File: config.mk
export PLATFORM = sky130hd
export DESIGN_NAME = led_pwm_slot
export DESIGN_NICKNAME = d
export VERILOG_FILES = /design/src/rtl/led_pwm_pkg.sv /design/src/rtl/pwm_timebase.sv /design/src/rtl/led_pwm_slot.sv
export SDC_FILE = /design/constraint.sdc
export NUM_CORES = 1
export LEC_CHECK = 0
export ABC_AREA = 0
export BUFFER_PORTS_ARGS = -buffer_cell sky130_fd_sc_hd__buf_2
export CAP_MARGIN = 20
export CORE_ASPECT_RATIO = 0.9
export CORE_MARGIN = 10
export CORE_UTILIZATION = 23
export DETAILED_ROUTE_END_ITERATION = 10
export GPL_TIMING_DRIVEN = 0
export HOLD_SLACK_MARGIN = 0.12
export PLACE_DENSITY = 0.38
export SYNTH_ARGS = -nofsm -noshare
export SYNTH_HDL_FRONTEND = slang
export SYNTH_SLANG_ARGS = --single-unit
File: constraint.sdc
create_clock -name clk -period 3.85 [get_ports clk]
set_input_delay 0.77 -clock clk [delete_from_list [all_inputs] [get_ports clk]]
set_output_delay 0.77 -clock clk [all_outputs]
set_load 0.02 [all_outputs]
File: src/rtl/led_pwm_pkg.sv
`default_nettype none
// ============================================================================
// led_pwm_pkg : register map and default sizing for the LED PWM slot
// Rev 1.0
// ============================================================================
package led_pwm_pkg;

    localparam int DEF_N_CH    = 4;
    localparam int DEF_DUTY_W  = 8;
    localparam int DEF_PRESC_W = 16;

    localparam logic [4:0] ADDR_CTRL   = 5'd0;
    localparam logic [4:0] ADDR_PRESC  = 5'd1;
    localparam logic [4:0] ADDR_DUTY0  = 5'd2;
    localparam logic [4:0] ADDR_STATUS = 5'd6;

    localparam logic [DEF_DUTY_W-1:0] DUTY_FULL = '1;

endpackage
`default_nettype wire

File: src/rtl/pwm_timebase.sv
`default_nettype none
// ============================================================================
// pwm_timebase : prescaler tick generator and free-running PWM phase counter
// Rev 1.0
// ============================================================================
module pwm_timebase
    import led_pwm_pkg::*;
#(
    parameter int DUTY_W  = DEF_DUTY_W,
    parameter int PRESC_W = DEF_PRESC_W
) (
    input  logic               clk,
    input  logic               rst,
    input  logic               en,
    input  logic [PRESC_W-1:0] presc,
    output logic               tick,
    output logic [DUTY_W-1:0]  pwm_cnt,
    output logic               wrap
);

    logic [PRESC_W-1:0] presc_cnt;

    // >= rather than == so a lowered PRESC ticks at once instead of wrapping the prescaler
    assign tick = en && (presc_cnt >= presc);
    assign wrap = tick && (pwm_cnt == {DUTY_W{1'b1}});

    always_ff @(posedge clk or negedge rst) begin
        if (!rst) begin
            presc_cnt <= '0;
            pwm_cnt   <= '0;
        end else if (!en) begin
            presc_cnt <= '0;
            pwm_cnt   <= '0;
        end else if (tick) begin
            presc_cnt <= '0;
            pwm_cnt   <= pwm_cnt + 1'b1;
        end else begin
            presc_cnt <= presc_cnt + 1'b1;
        end
    end

endmodule
`default_nettype wire

File: src/rtl/led_pwm_slot.sv
`default_nettype none
// ============================================================================
// led_pwm_slot : slot-bus core gating blinker LED states with per-channel PWM
// Rev 1.0
// ============================================================================
module led_pwm_slot
    import led_pwm_pkg::*;
#(
    parameter int N_CH    = DEF_N_CH,
    parameter int DUTY_W  = DEF_DUTY_W,
    parameter int PRESC_W = DEF_PRESC_W
) (
    input  logic            clk,
    input  logic            rst,
    input  logic            cs,
    input  logic            read,
    input  logic            write,
    input  logic [4:0]      addr,
    input  logic [31:0]     wr_data,
    output logic [31:0]     rd_data,
    input  logic [N_CH-1:0] led_in,
    output logic [N_CH-1:0] led_out
);

    logic               en;
    logic [PRESC_W-1:0] presc;
    logic [DUTY_W-1:0]  pend_duty [N_CH];
    logic [DUTY_W-1:0]  act_duty  [N_CH];
    logic               wrap_flag;
    logic               tick;
    logic               wrap;
    logic [DUTY_W-1:0]  pwm_cnt;
    logic [N_CH-1:0]    gate;
    logic               wr_en;
    logic               unused_ok;

    assign wr_en     = cs & write;
    assign unused_ok = &{1'b0, read, tick, wr_data[31:PRESC_W]};

    pwm_timebase #(
        .DUTY_W  (DUTY_W),
        .PRESC_W (PRESC_W)
    ) u_timebase (
        .clk     (clk),
        .rst     (rst),
        .en      (en),
        .presc   (presc),
        .tick    (tick),
        .pwm_cnt (pwm_cnt),
        .wrap    (wrap)
    );

    always_ff @(posedge clk or negedge rst) begin
        if (!rst) begin
            en        <= 1'b0;
            presc     <= '0;
            wrap_flag <= 1'b0;
        end else begin
            if (wr_en && addr == ADDR_CTRL)  en    <= wr_data[0];
            if (wr_en && addr == ADDR_PRESC) presc <= wr_data[PRESC_W-1:0];
            // a wrap in the same cycle as a clear-write keeps the flag set
            if (wrap)
                wrap_flag <= 1'b1;
            else if (wr_en && addr == ADDR_STATUS)
                wrap_flag <= 1'b0;
        end
    end

    // active duty only reloads at period boundaries so a period is never torn
    always_ff @(posedge clk or negedge rst) begin
        if (!rst) begin
            for (int i = 0; i < N_CH; i++) begin
                pend_duty[i] <= '1;
                act_duty[i]  <= '1;
            end
        end else begin
            for (int i = 0; i < N_CH; i++) begin
                if (wr_en && addr == ADDR_DUTY0 + 5'(i))
                    pend_duty[i] <= wr_data[DUTY_W-1:0];
                if (!en || wrap)
                    act_duty[i] <= pend_duty[i];
            end
        end
    end

    for (genvar i = 0; i < N_CH; i++) begin : g_ch
        assign gate[i] = (act_duty[i] == {DUTY_W{1'b1}}) || (pwm_cnt < act_duty[i]);
    end

    always_ff @(posedge clk or negedge rst) begin
        if (!rst)
            led_out <= '0;
        else
            led_out <= en ? (led_in & gate) : led_in;
    end

    always_comb begin
        rd_data = '0;
        case (addr)
            ADDR_CTRL:   rd_data[0]         = en;
            ADDR_PRESC:  rd_data[PRESC_W-1:0] = presc;
            ADDR_STATUS: begin
                rd_data[DUTY_W-1:0] = pwm_cnt;
                rd_data[DUTY_W]     = wrap_flag;
            end
            default: begin
                for (int i = 0; i < N_CH; i++) begin
                    if (addr == ADDR_DUTY0 + 5'(i))
                        rd_data[DUTY_W-1:0] = pend_duty[i];
                end
            end
        endcase
    end

endmodule
`default_nettype wire

**After elaboration in Yosys (flattened, before gate mapping)**

Index checks and enable logic that the tools add are counted.

- $add $sub $neg: 2
- Bitwise logic cells: 2
- Equality and inequality tests: 12
- Reductions and logical operators: 17
- $lt $le $gt $ge: 5
- Muxes and demuxes: 15

Operator list:

| operator | number |
|---|---|
| 8-bit two-way mux | 6 |
| 8-bit == test (second input constant) | 5 |
| 8-bit less-than comparator | 4 |
| 16-bit two-way mux | 2 |
| 7-bit case mux with 3 select lines | 1 |
| 16-bit by 1-bit adder with 16-bit output (second input constant) | 1 |
| 16-bit >= comparator | 1 |
| 5-bit by 3-bit == test with 1-bit output (second input constant) | 3 |
| 5-bit by 2-bit == test with 1-bit output (second input constant) | 2 |
| 1-bit logical AND | 9 |
| 8-bit by 1-bit adder with 8-bit output (second input constant) | 1 |
| 7-bit two-way mux | 1 |
| 5-bit by 1-bit == test with 1-bit output (second input constant) | 1 |
| 5-bit zero test | 1 |
| 1-bit logical OR | 5 |
| 4-bit bitwise AND | 1 |
| 4-bit two-way mux | 1 |
| 1-bit case mux with 3 select lines | 1 |
| 1-bit two-way mux | 2 |
| 2-bit by 1-bit inequality test with 1-bit output (second input constant) | 1 |
| 1-bit case mux with 2 select lines | 1 |
| 2-bit nonzero test | 1 |
| 1-bit bitwise AND | 1 |
| 1-bit zero test | 1 |

- Output and inout bits: 36
- Bits in registers: 110

**Depth between registers and ports, before layout**

- Word-level depth: 6
- Depth in mapped cells: 9
- Gate-level depth less buffers: 8

**By module**

Synthesis repeated with hierarchy kept, for this count alone.

- Cells, all modules: 600
- Area total of the unflattened synthesis: 6555.0 um^2

By module, submodules not included:

| module | sequential area each (um^2) | cells an instance | area each (um^2) | times used |
|---|---|---|---|---|
| led_pwm_slot | 2232.1 | 419 | 4917.2 | 1 |
| pwm_timebase | 600.6 | 181 | 1637.8 | 1 |

**Worst setup path after synthesis**

No wires, ideal clock.

- Kind: input port to output port
- From: input addr[3]
- To: output rd_data[6]
- Stages: 7
- Data required time: 3.080 ns
- Path slack: 0.557 ns
- Arrival: 2.523 ns
- Cell sequence: or3b_1 nor2_1 nand2_1 clkbuf_1 nand2_1 a21oi_1 o41ai_1

- Word-level cells in the longest chain between the ends: 6
- Elaborated cells between the ends (all ways): 12

RTL lines:

| what | line | text |
|---|---|---|
| start, declared | led_pwm_slot.sv:18 | `input logic [4:0] addr,` |
| 5-bit by 2-bit == test with 1-bit output | led_pwm_slot.sv:108 | `if (addr == ADDR_DUTY0 + 5'(i))` |
| 8-bit two-way mux (4 in a row) | led_pwm_slot.sv:108 |  |
| 7-bit case mux with 3 select lines (*) | led_pwm_slot.sv:99 | `case (addr)` |
| end, declared | led_pwm_slot.sv:20 | `output logic [31:0] rd_data,` |

Every way passes the cells marked *; elsewhere a longest branch is shown, timed or not.

**Worst setup path after layout**

Same ends and word-level chain as after synthesis.

==> out/results.txt <==
Critical Path End Type - output pin
XOR/XNOR share of the synthesized area - 0.0210
IO buf count - 48
Final setup fails - 0
Setup WS pre-CTS - 234 ps
Status - finished clean
Total Wirelength - 17900 µm
Worst slew pin tran - 877 ps
Synth Area per Inst - 11.6 µm²
Crit path setup slack, layout - 184 ps
Reg2Reg Setup Slack - 1170 ps
Synthesized netlist cell count - 541
DIE HEIGHT - 177 µm
Post-CTS Setup Bufs - 0
Hold slack - 323 ps
Clock latency on the worst-skew pair - 360 ps
Tmin final - 3670 ps
Async S/R FF share, synth - 1.00
IO Pins - 82
First-pass GRT wire length - 28200 µm
Multiplexer share of the synthesized area - 0.165
Post-synthesis cell type count - 52
Hold-fix buffers, CTS - 0
Critical-path cell list - buf_2 > or3b_1 > nor2_1 > nand2_1 > clkbuf_1 > nand2_1 > a21oi_1 > o41ai_1 > buf_2
CP startpoint - addr[3]
# DRC - 0
Maximum fanout along the worst path - 10
Depth of the CTS H-tree - 3
P&R area growth vs syn - 17.1%
Reg2reg end - u_timebase.presc_cnt[12]
Largest net degree at the start of global routing - 71
CTS sink cnt - 110
RSZ-0062 raised after global routing - no
Top_reg_cell synth - dfstp_2
Layout cells sized above 1 - 0.375
Worst-path clk slew - 80 ps
Post-DRT Antenna Nets - 0
Peak supply drop - 0.000186 V
Top-area cell type share of the netlist area - 0.268
Startpoint types - primary input
Post-synth top area cell - dfstp_2
Cts bufs inserted - 9
Final count of pins violating max slew - 0
R2r startpoint - u_timebase.presc_cnt[7]
Compound-Gate Fraction of Synth Area - 0.0948
Worst Path Buf+Inv - 3
Top post-synthesis cells by area - dfstp_2 (27%), dfrtp_1 (18%), ha_1 (9.2%), mux2_2 (7.2%), mux2_4 (7.2%)
Core box area - 27000 µm²
CP Class - in2out
Post-synth EDFFs - 0
Total gr overflow - 0
Longest Clk Path Bufs - 2
Pleak - 3.29 nW
Initial core utilization - 0.232
CP Data Arrival Time - 2900 ps
CTS resizes - 0
Vias per Instance - 4.42
Via count - 4310
Initial antenna violation count - 0
Die X - 194 µm
Post-Syn Area - 6270 µm²
Slowest CP cell - or3b_1
Vias in the first global route - 4541
Hpwl dp - 13700 µm
Max-cap violations - 0
Row count - 57
FF+latch count, synth - 110
Count leader, synth - dfstp_2
Final-stage net count - 708
Drt first pass iters - 4
GR Util All Layers - 0.107
Highest clock rate - 273 MHz
Fin Setup TNS - 0 ps
Pwr dens - 413 nW/µm²
Final GP Congestion - 0.789
Main combinational cell family by area after synthesis - multiplexers
Required arrival time at the worst endpoint - 3080 ps
CP top delay family - simple AND/OR/NAND/NOR gates
Slowest stage delay, CP - 490 ps
Slew margin rel. - 0.411
Final Cycle Share - 0.952
Synth Area in Simple Gates - 0.112
FF-to-FF path depth - 8
Initial drt markers - 242
Synth Warn # - 0
# diodes - 0
Die ar. - 34300 µm²
Seq/Total Area, Yosys - 0.452
Wire per inst - 18.4 µm
Root buf cell - clkbuf_16
Final hold violations - 0
Clk_skew - 13.0 ps
CTS tree - done
Min-delay worst type - in2async
Post-Synth Adder-Cell Area - 0.0918
Top post-synthesis cells by count - dfstp_2 (64), inv_1 (47), dfrtp_1 (46), ha_1 (46), mux2_2 (40)
[power breakdown]
group          switching, mW  total, mW  leakage, nW  internal [mW]
Combinational          0.282      0.567         1.86          0.285
Sequential             0.140       1.52         1.28           1.37
Clock                  0.478      0.951        0.145          0.474
Total                  0.901       3.03         3.29           2.13
[routing by layer]
metal  track usage  share of wire  vias up
li1              -              -     2064
met3        0.0157          0.036       15
met5             0              0        -
met1         0.149           0.49     2140
met4        0.0410          0.017        0
met2         0.162           0.45       91
[through the flow]
step / instances / cell area [µm²] / total power [mW] / utilization
floorplan: 556 / 6320 / 1.89 / -
global placement: 958 / 7010 / 2.09 / 0.260
detailed placement: 959 / 7040 / 2.11 / 0.261
CTS: 975 / 7340 / 3.08 / 0.272
global route: 975 / 7340 / 3.22 / 0.272
finish: 975 / 7340 / 3.03 / 0.272
[cell families (layout without fill, tap and decap cells)]
logic type,count (synthesis),count (layout)
AND/OR/NAND/NOR,128,128
flip-flops,110,110
multiplexers,82,82
buffers and inverters,80,145
AO/OA/AOI/OAI,79,79
adder cells (fa/ha/maj),46,46
XOR/XNOR,15,15
other,1,16
[cells in the final DEF (no fill, tap or decap), types with 10 or more instances in the layout]
master / n
and3_1: 17
mux2_4: 30
nand4_1: 10
inv_1: 47
nor2_1: 32
a21oi_1: 16
conb_1: 16
ha_1: 46
buf_2: 51
nand3_1: 18
o21ai_0: 10
buf_4: 17
nand2_1: 20
dfstp_2: 64
mux2_1: 10
dfrtp_1: 46
mux2_2: 40
[state kept, by name, indices dropped and copies added, names as in the netlist]
register and cells:
u_timebase.presc_cnt 16, wrap_flag 1, pend_duty 32, presc 16, led_out 4, u_timebase.pwm_cnt 8, en 1, act_duty 32
[how the worst max path moves through the flow]
stage | end | slack (ps) | depth (start not counted)
floorplan | rd_data[6] | 560 | 7
global placement | rd_data[6] | 210 | 8
detailed placement | rd_data[6] | 230 | 9
CTS | rd_data[6] | 240 | 9
global route | rd_data[6] | 20 | 9
finish | rd_data[6] | 180 | 9
[cell type report]
class | instances | area (µm²)
Sequential cell | 110 | 2830
Clock buffer | 11 | 243
Timing Repair Buffer | 49 | 274
Clock inverter | 5 | 53.8
Buffer | 32 | 211
Tap cell | 354 | 443
Multi-Input combinational cell | 366 | 3100
Inverter | 48 | 180
Fill cell | 2859 | 19600
(Power assumes the default switching activity.)
